[src/rtl/tlb_port_scheduler.sv]
// Shared TLB port scheduler: arbitrates inst/data/TLBP lookups and
// sequences TLBWI/TLBWR and TLBR with drain and post-write blackout.
//
// Ports:
//   clk, rst (sync, active-low)
//   i_*  : inst MMU lookup req/key, grant and response-valid
//   d_*  : data MMU lookup req/key, grant and response-valid
//   p_*  : TLBP search req/key, grant and response-valid
//   asid_i        : ASID applied to every lookup
//   wr_req_i/ack  : TLB write handshake (level req, 1-cycle ack)
//   rd_req_i/ack  : TLB read handshake (level req, 1-cycle ack)
//   tlb_*         : lookup strobe/key and write/read enables to the TLB
//   busy_o        : scheduler is in a maintenance state
module tlb_port_scheduler #(
  parameter int VPN2_W       = 19,
  parameter int ASID_W       = 8,
  parameter int STARVE_LIMIT = 4,
  parameter int WR_HOLD      = 1
) (
  input  logic              clk,
  input  logic              rst,
  input  logic              i_req_i,
  input  logic [VPN2_W-1:0] i_vpn2_i,
  input  logic              i_odd_i,
  output logic              i_gnt_o,
  output logic              i_rsp_vld_o,
  input  logic              d_req_i,
  input  logic [VPN2_W-1:0] d_vpn2_i,
  input  logic              d_odd_i,
  output logic              d_gnt_o,
  output logic              d_rsp_vld_o,
  input  logic              p_req_i,
  input  logic [VPN2_W-1:0] p_vpn2_i,
  output logic              p_gnt_o,
  output logic              p_rsp_vld_o,
  input  logic [ASID_W-1:0] asid_i,
  input  logic              wr_req_i,
  output logic              wr_ack_o,
  input  logic              rd_req_i,
  output logic              rd_ack_o,
  output logic              tlb_req_o,
  output logic [VPN2_W-1:0] tlb_vpn2_o,
  output logic              tlb_odd_o,
  output logic [ASID_W-1:0] tlb_asid_o,
  output logic              tlb_w_en_o,
  output logic              tlb_r_en_o,
  output logic              busy_o
);

  typedef enum logic [2:0] {
    RUN,
    DRAIN,
    WRITE,
    HOLD,
    READ,
    RDATA
  } state_t;

  localparam logic [3:0] SLIM  = 4'(STARVE_LIMIT);
  localparam logic [1:0] HLAST = 2'(WR_HOLD - 1);

  state_t      state;
  logic [3:0]  starve_cnt;
  logic [1:0]  hold_cnt;
  logic        own_i;
  logic        own_d;
  logic        own_p;

  logic        run;
  logic        starved;
  logic        gi;
  logic        gd;
  logic        gp;
  logic [VPN2_W-1:0] key_vpn2;
  logic        key_odd;

  // Maintenance requests seen in RUN already block this cycle's grants.
  assign run = rst && (state == RUN)
            && !wr_req_i && !rd_req_i;
  assign starved = (starve_cnt == SLIM);

  // TLBP always first; a starved inst
  // overtakes data but never TLBP.
  always_comb begin
    gp = 1'b0;
    gd = 1'b0;
    gi = 1'b0;
    if (run) begin
      priority case (1'b1)
        p_req_i:              gp = 1'b1;
        (i_req_i && starved): gi = 1'b1;
        d_req_i:              gd = 1'b1;
        i_req_i:              gi = 1'b1;
        default: ;
      endcase
    end
  end

  always_comb begin
    key_vpn2 = '0;
    key_odd  = 1'b0;
    unique case (1'b1)
      gp: key_vpn2 = p_vpn2_i;
      gd: begin
        key_vpn2 = d_vpn2_i;
        key_odd  = d_odd_i;
      end
      gi: begin
        key_vpn2 = i_vpn2_i;
        key_odd  = i_odd_i;
      end
      default: ;
    endcase
  end

  always_ff @(posedge clk) begin
    if (!rst) begin
      state      <= RUN;
      starve_cnt <= '0;
      hold_cnt   <= '0;
      own_i      <= 1'b0;
      own_d      <= 1'b0;
      own_p      <= 1'b0;
    end else begin
      own_i <= gi;
      own_d <= gd;
      own_p <= gp;
      if (!i_req_i || gi)
        starve_cnt <= '0;
      else if (!starved)
        starve_cnt <= starve_cnt + 4'd1;
      unique case (state)
        RUN:
          if (wr_req_i || rd_req_i)
            state <= DRAIN;
        DRAIN:
          state <= wr_req_i ? WRITE : READ;
        WRITE: begin
          state    <= HOLD;
          hold_cnt <= '0;
        end
        HOLD:
          if (hold_cnt == HLAST)
            state <= RUN;
          else
            hold_cnt <= hold_cnt + 2'd1;
        READ:
          state <= RDATA;
        RDATA:
          state <= RUN;
        default:
          state <= RUN;
      endcase
    end
  end

  // Every output is forced low while reset is held so that a
  // pending write or in-flight result never escapes.
  assign i_gnt_o     = gi;
  assign d_gnt_o     = gd;
  assign p_gnt_o     = gp;
  assign i_rsp_vld_o = rst && own_i;
  assign d_rsp_vld_o = rst && own_d;
  assign p_rsp_vld_o = rst && own_p;

  assign tlb_req_o  = gi || gd || gp;
  assign tlb_vpn2_o = key_vpn2;
  assign tlb_odd_o  = key_odd;
  assign tlb_asid_o = rst ? asid_i : '0;

  assign tlb_w_en_o = rst && (state == WRITE);
  assign tlb_r_en_o = rst && (state == READ);
  assign wr_ack_o   = rst && (state == HOLD)
                   && (hold_cnt == HLAST);
  assign rd_ack_o   = rst && (state == RDATA);
  assign busy_o     = rst && (state != RUN);

endmodule

[config.mk]
export PLATFORM = sky130hd
export DESIGN_NAME = tlb_port_scheduler
export DESIGN_NICKNAME = d
export VERILOG_FILES = /design/src/rtl/tlb_port_scheduler.sv
export SDC_FILE = /design/constraint.sdc
export NUM_CORES = 1
export LEC_CHECK = 0
export ABC_AREA = 1
export CAP_MARGIN = 30
export CORE_MARGIN = 4
export CORE_UTILIZATION = 30
export DETAILED_ROUTE_END_ITERATION = 16
export GPL_ROUTABILITY_DRIVEN = 0
export PLACE_DENSITY_LB_ADDON = 0.12
export SYNTH_ARGS = -nofsm -noshare
export SYNTH_HDL_FRONTEND = slang
export SYNTH_SLANG_ARGS = --single-unit
[constraint.sdc]
create_clock -name clk -period 2.3 [get_ports clk]
set_input_delay 0.46 -clock clk [delete_from_list [all_inputs] [get_ports clk]]
set_output_delay 0.46 -clock clk [all_outputs]
set_load 0.02 [all_outputs]
==> impl_metrics.csv, run 1 <==
group,metric,value,unit
drt,wirelength,4.548,mm
timing,slew_headroom,76.81,%
die,fp.dieW,72.42,um
drt,via_per_inst,4.659,
grt,grt.overflow.total,0,
yosys,synth.top_cell.area_share,31.76,%
clock_network,cts_tree,"built",
drt,wl_per_cell,11.84,um
die,start_util,31.12,%
pwr,p_leak,0.001393,uW
yosys,async_reset_ff_share,0,%
yosys,synth_edf_count,0,
final_layout,fin_area,2550,um2
yosys,synth.yosys.seq_area_share,19.30,%
grt,grt_antenna_before_repair,0,
timing,rsz0062_at_grt,"false",
yosys,synth_warnings,0,
timing,fin_crit_sh,95.45,%
setup_path,crit_required,1.84,ns
drt,drtAntennaViolNets,0,
timing,period_minus_slack,2.195,ns
die,fp.dieH,72.42,um
clock_network,cts_buffer_depth,2,
clock_network,clkTransAtPathRegs,0.05,ns
timing,clock.fmax,455.5,MHz
final_layout,n_fill_cell,394,
place,placed_area,2556,um2
place,hpwl,3.747,mm
clock_network,ctsHoldBuffers,0,
timing,worst_pin_slew,0.3463,ns
flow_run,max_cap_violations,0,
yosys,synth_cell_types,26,
yosys,netlist_instances,210,
setup_path,cp_max_fo,3,
clock_network,cts_buffers,3,
die,rows,23,
final_layout,drive_above_1_share,17.66,%
pwr,peakVddDrop,0.2408,mV
yosys,synth_area_per_cell,5.928,um2
final_layout,diodes,0,
yosys,synth_fp_nets,287,
grt,grt_pass1_vias,1731,
drt,dr.pass1.iters,4,
grt,track_usage,16.71,%
drt,first_iter_violations,58,
die,core_region_area,4000,um2
timing,setup-violations-final,0,
timing,hold_viol,0,
drt,drc,0,
worst_hold_path,hold_path.class,"reg -> reg",
drt,vias,1789,
yosys,yosysMostFrequentCell,"nand3_1",
clock_network,htreeDepth,1,
outcome,outcome,"finished clean",
setup_path,startpoint_type,"input port",
clock_network,cts_num_sinks,12,
grt,grt_pass1_wl,7.238,mm
pwr,powerDensity,293.4,nW/um2
setup_path,cp.arrival,1.74,ns
final_layout,fin_util,63.75,%
clock_network,root_buffer,"clkbuf_8",
setup_path,endpoint_kind,"output pin",
place,dp_cells,379,
timing,maxSlewViolCount,0,
yosys,synth_flop_cell,"dfxtp_1",
clock_network,clk_latency,0.23,ns
yosys,ys_ff_latch,12,
yosys,synth_top_cell_by_area,"nand3_1",
yosys,syn_area,1245,um2
grt,grt_max_degree,21,
setup_path,critPathKind,"in -> out",
yosys,netlist_top_cells_area,"nand3_1, dfxtp_1, inv_1",
yosys,synth_commonest_cells,"nand3_1, inv_1, nand2_1",
die,io-pin-count,114,
timing,finClkSkew,0.0007973,ns
final_layout,syn_to_final_growth,104.8,%
final_layout,fin_nets,413,
final_layout,stdcell_count,384,
pwr,total_power,748.2,uW
die,dieArea,5245,um2
place,portBuffers,113,
==> critical path, stage by stage <==
cell             delay (ns)
clkdlybuf4s50_1        0.50
inv_1                  0.07
buf_4                  0.13
nor3_1                 0.20
dlygate4sd2_1          0.37
==> placed cells by master (no fill, tap or decap), types with 2 or more instances in the layout <==
cell	count
o211ai_1	2
xor2_1	3
dfxtp_1	12
clkdlybuf4s50_1	69
clkdlybuf4s15_1	2
o21ai_0	3
inv_2	4
nand2_1	27
buf_2	15
ha_1	3
nor2_1	12
nand3_1	79
buf_4	17
dlygate4sd2_1	17
dlymetal6s2s_1	4
inv_1	31
nand2_2	2
clkbuf_8	3
a21oi_1	4
buf_6	5
nor3_1	4
buf_12	4
==> cells by family (layout without fill, tap and decap cells) <==
kind of cell    after synthesis  count (layout)  synth area share (%)
compound gates               11              11                 5.024
xor+xnor                      3               3                 2.111
fa+ha+maj                     3               3                 3.015
buf+inv                      49             173                 17.49
flops                        12              12                 19.30
simple gates                132             132                 53.07
==> metal layers <==
| layer | vias to the layer above | GRT usage [%] | share of wire, % |
|---|---|---|---|
| met5 | - | 0 | 0 |
| met4 | 0 | 3.074 | 0.99 |
| met3 | 4 | 6.094 | 11 |
| met2 | 68 | 32.05 | 51 |
| met1 | 778 | 17.37 | 37 |
| li1 | 939 | - | - |
==> power breakdown <==
group          total, uW  switching (uW)  leakage (uW)  internal (uW)
clock network        182            67.8     0.0000216            115
registers            226            7.51     0.0000977            218
logic                340             146       0.00127            194
==> final timing paths <==
check                      from             to  slack, ns  depth (start not counted)
setup / recovery        p_req_i        p_gnt_o       0.10                          5
hold / removal      hold_cnt[1]    hold_cnt[1]       0.53                          4
setup reg to reg  starve_cnt[1]  starve_cnt[0]       0.83                          9
hold reg to reg     hold_cnt[1]    hold_cnt[1]       0.53                          4
==> metrics by stage <==
step | setup slack [ns] | hold WS, ns | TNS, ns
4_1_cts | -0.07818 | 0.5385 | -0.1484
5_1_grt | 0.01276 | 0.5645 | 0
6_report | 0.1045 | 0.5329 | 0
3_3_place_gp | -0.4711 | 0.5184 | -12.16
3_5_place_dp | -0.4844 | 0.5312 | -12.54
2_1_floorplan | 0.4418 | 0.5034 | 0
==> cell type report <==
| type | count | area (um2) | area share [%] |
|---|---|---|---|
| Tap cell | 50 | 62.56 | 2.453 |
| Clock buffer | 3 | 41.29 | 1.619 |
| Timing Repair Buffer | 135 | 1281 | 50.25 |
| Multi-Input combinational cell | 149 | 793.3 | 31.11 |
| Sequential cell | 12 | 240.2 | 9.421 |
| Inverter | 35 | 131.4 | 5.152 |
==> sequential cells by signal, summed over array words and instances, names as in the netlist <==
signal,count
starve_cnt,4
state,3
hold_cnt,2
own_d,1
own_i,1
own_p,1
==> repair_timing <==
item / in CTS / in global routing
resized for setup: 104 / 16
pin swaps: 2 / 2
endpoints found under the setup margin: 40 / 21
cloned: 1 / 0
buffers inserted: 1 / 0
No activity file was read; power rests on OpenSTA's default activity.
==> inputs of run 2 (changes only) <==
Settings changed: SLEW_MARGIN from default to 20.
==> results of run 2 <==
No change in the layout: final DEF, timing and power equal those of run 1.
==> inputs of run 3 (changes only) <==
Settings changed: PLACE_DENSITY from default to 0.87, PLACE_DENSITY_LB_ADDON 0.12 to default.
==> run 3 against run 2 <==
- first-iteration DRC count increased by 29%
- largest power group unchanged
- flip-flop and latch count stayed put
- global-route usage is 0.33 points higher
- register-to-register slack got worse by 0.06 ns
- sequential share of layout area down 0.32 points
- sequential power about the same
==> impl_metrics.csv, run 3 (synthesis gave the netlist of run 1 again) <==
group,metric,value,unit
pwr,powerDensity,291.2,nW/um2
pwr,p_leak,0.001409,uW
clock_network,htreeDepth,1,
setup_path,cp.arrival,1.73,ns
grt,grt_pass1_wl,7.300,mm
setup_path,crit_required,1.84,ns
drt,drc,0,
setup_path,cp-startpoint,"wr_req_i",
final_layout,top_regs,"starve_cnt (4), state (3), hold_cnt (2)",
place,portBuffers,113,
die,fp.dieH,72.42,um
timing,fin_crit_sh,95.17,%
die,rows,23,
pwr,total_power,768.7,uW
final_layout,syn_to_final_growth,112.1,%
setup_path,cpMostUsedCell,"nand3_1",
drt,wl_per_cell,12.82,um
setup_path,rr_worst_depth,9,
worst_hold_path,hold_path.class,"reg -> reg",
timing,finClkSkew,0.0004114,ns
clock_network,cts_buffers,3,
grt,grt_antenna_before_repair,0,
clock_network,clk_latency,0.24,ns
final_layout,final_cell_mix,"nand3_1, clkdlybuf4s50_1, inv_1",
timing,slew_headroom,79.39,%
clock_network,ctsHoldBuffers,0,
final_layout,regMostFlops,"starve_cnt",
final_layout,largest_register_ffs,4,
setup_path,endpoint_kind,"output pin",
clock_network,cts_tree,"built",
timing,period_minus_slack,2.189,ns
drt,drtAntennaViolNets,0,
drt,wirelength,4.937,mm
final_layout,layout_commonest_cell,"nand3_1",
setup_path,slowest_delay,0.25,ns
clock_network,root_buffer,"clkbuf_8",
timing,maxSlewViolCount,0,
setup_path,startpoint_type,"input port",
die,dieArea,5245,um2
setup_path,r2r-start,"starve_cnt[1]",
timing,rsz0062_at_grt,"false",
clock_network,cts_buffer_depth,2,
timing,hold_viol,0,
final_layout,diodes,0,
setup_path,crit_end,"tlb_vpn2_o[10]",
die,core_region_area,4000,um2
setup_path,regToRegSetupSlack,0.77,ns
timing,clock.fmax,456.8,MHz
drt,vias,1853,
grt,grt_pass1_vias,1712,
final_layout,fin_nets,414,
die,fp.dieW,72.42,um
setup_path,cp_slowest_cell,"dlygate4sd2_1",
grt,track_usage,17.04,%
clock_network,clkTransAtPathRegs,0.05,ns
setup_path,cp_max_fo,16,
clock_network,cts_num_sinks,12,
die,start_util,31.12,%
timing,worst_pin_slew,0.3079,ns
drt,first_iter_violations,75,
place,hpwl,3.794,mm
setup_path,r2r_end,"starve_cnt[2]",
setup_path,critPathKind,"in -> out",
pwr,peakVddDrop,0.2169,mV
grt,grt_max_degree,21,
die,io-pin-count,114,
timing,setup-violations-final,0,
outcome,outcome,"finished clean",
grt,grt.overflow.total,0,
final_layout,fin_util,66.00,%
setup_path,crit_chain,"dlygate4sd2_1 > nor2_2 > nand3_4 > nor2_8 > buf_6 > buf_16 > nand3_1 > nand3_1 > buf_2",
drt,via_per_inst,4.813,
drt,dr.pass1.iters,4,
final_layout,drive_above_1_share,19.40,%
flow_run,max_cap_violations,0,
[run 3: what timing repair did]
action	CTS	global route
gates cloned	1	3
setup buffers	3	0
pin swaps	3	0
setup endpoints to repair	40	21
resized for setup	131	9
[run 3: layout make-up]
| class | instances | area, um2 |
|---|---|---|
| Multi-Input combinational cell | 149 | 800.8 |
| Tap cell | 50 | 62.56 |
| Inverter | 35 | 131.4 |
| Sequential cell | 12 | 240.2 |
| Clock buffer | 3 | 41.29 |
| Timing Repair Buffer | 136 | 1364 |
| Fill cell | 394 | 1360 |
[run 3: per-stage QoR]
step,setup WS [ns],setup TNS [ns],cell area (um2),instances,hold slack (ns)
6_report,0.1111,0,2640,385,0.5388
3_5_place_dp,-0.5425,-13.58,2526,375,0.5390
4_1_cts,0.002593,0,2550,382,0.5433
5_1_grt,0.001860,0,2640,385,0.5736
2_1_floorplan,0.4418,0,1245,210,0.5034
3_3_place_gp,-0.4979,-12.38,2526,375,0.5190
[run 3: where the power goes]
| part | internal, uW | switching, uW | total [uW] |
|---|---|---|---|
| logic | 205 | 152 | 357 |
| clock network | 115 | 71.7 | 187 |
| registers | 218 | 6.91 | 225 |
[run 3: worst max-delay path: cells and delay by family]
kind                   cells  cell delay (ns)
buffers and inverters      4             0.67
AND/OR/NAND/NOR            5             0.60
[run 3: worst min-delay path by stage]
stage | from | to | slack, ns | cells past startpoint
finish | state[2] | state[2] | 0.54 | 2
CTS | state[2] | state[2] | 0.54 | 2
detailed placement | state[2] | state[2] | 0.54 | 2
global placement | hold_cnt[1] | hold_cnt[1] | 0.52 | 4
global route | state[2] | state[2] | 0.57 | 2
floorplan | hold_cnt[1] | hold_cnt[1] | 0.50 | 4
[run 3: per-layer routing]
layer | global-route usage (%) | part of all wire [%] | routed length [um] | up-vias
met5 | 0 | 0 | 0 | -
met4 | 3.893 | 2.5 | 124 | 0
met3 | 4.986 | 8.8 | 432 | 16
met2 | 31.34 | 50 | 2458 | 82
met1 | 19.27 | 39 | 1922 | 812
li1 | - | - | - | 943
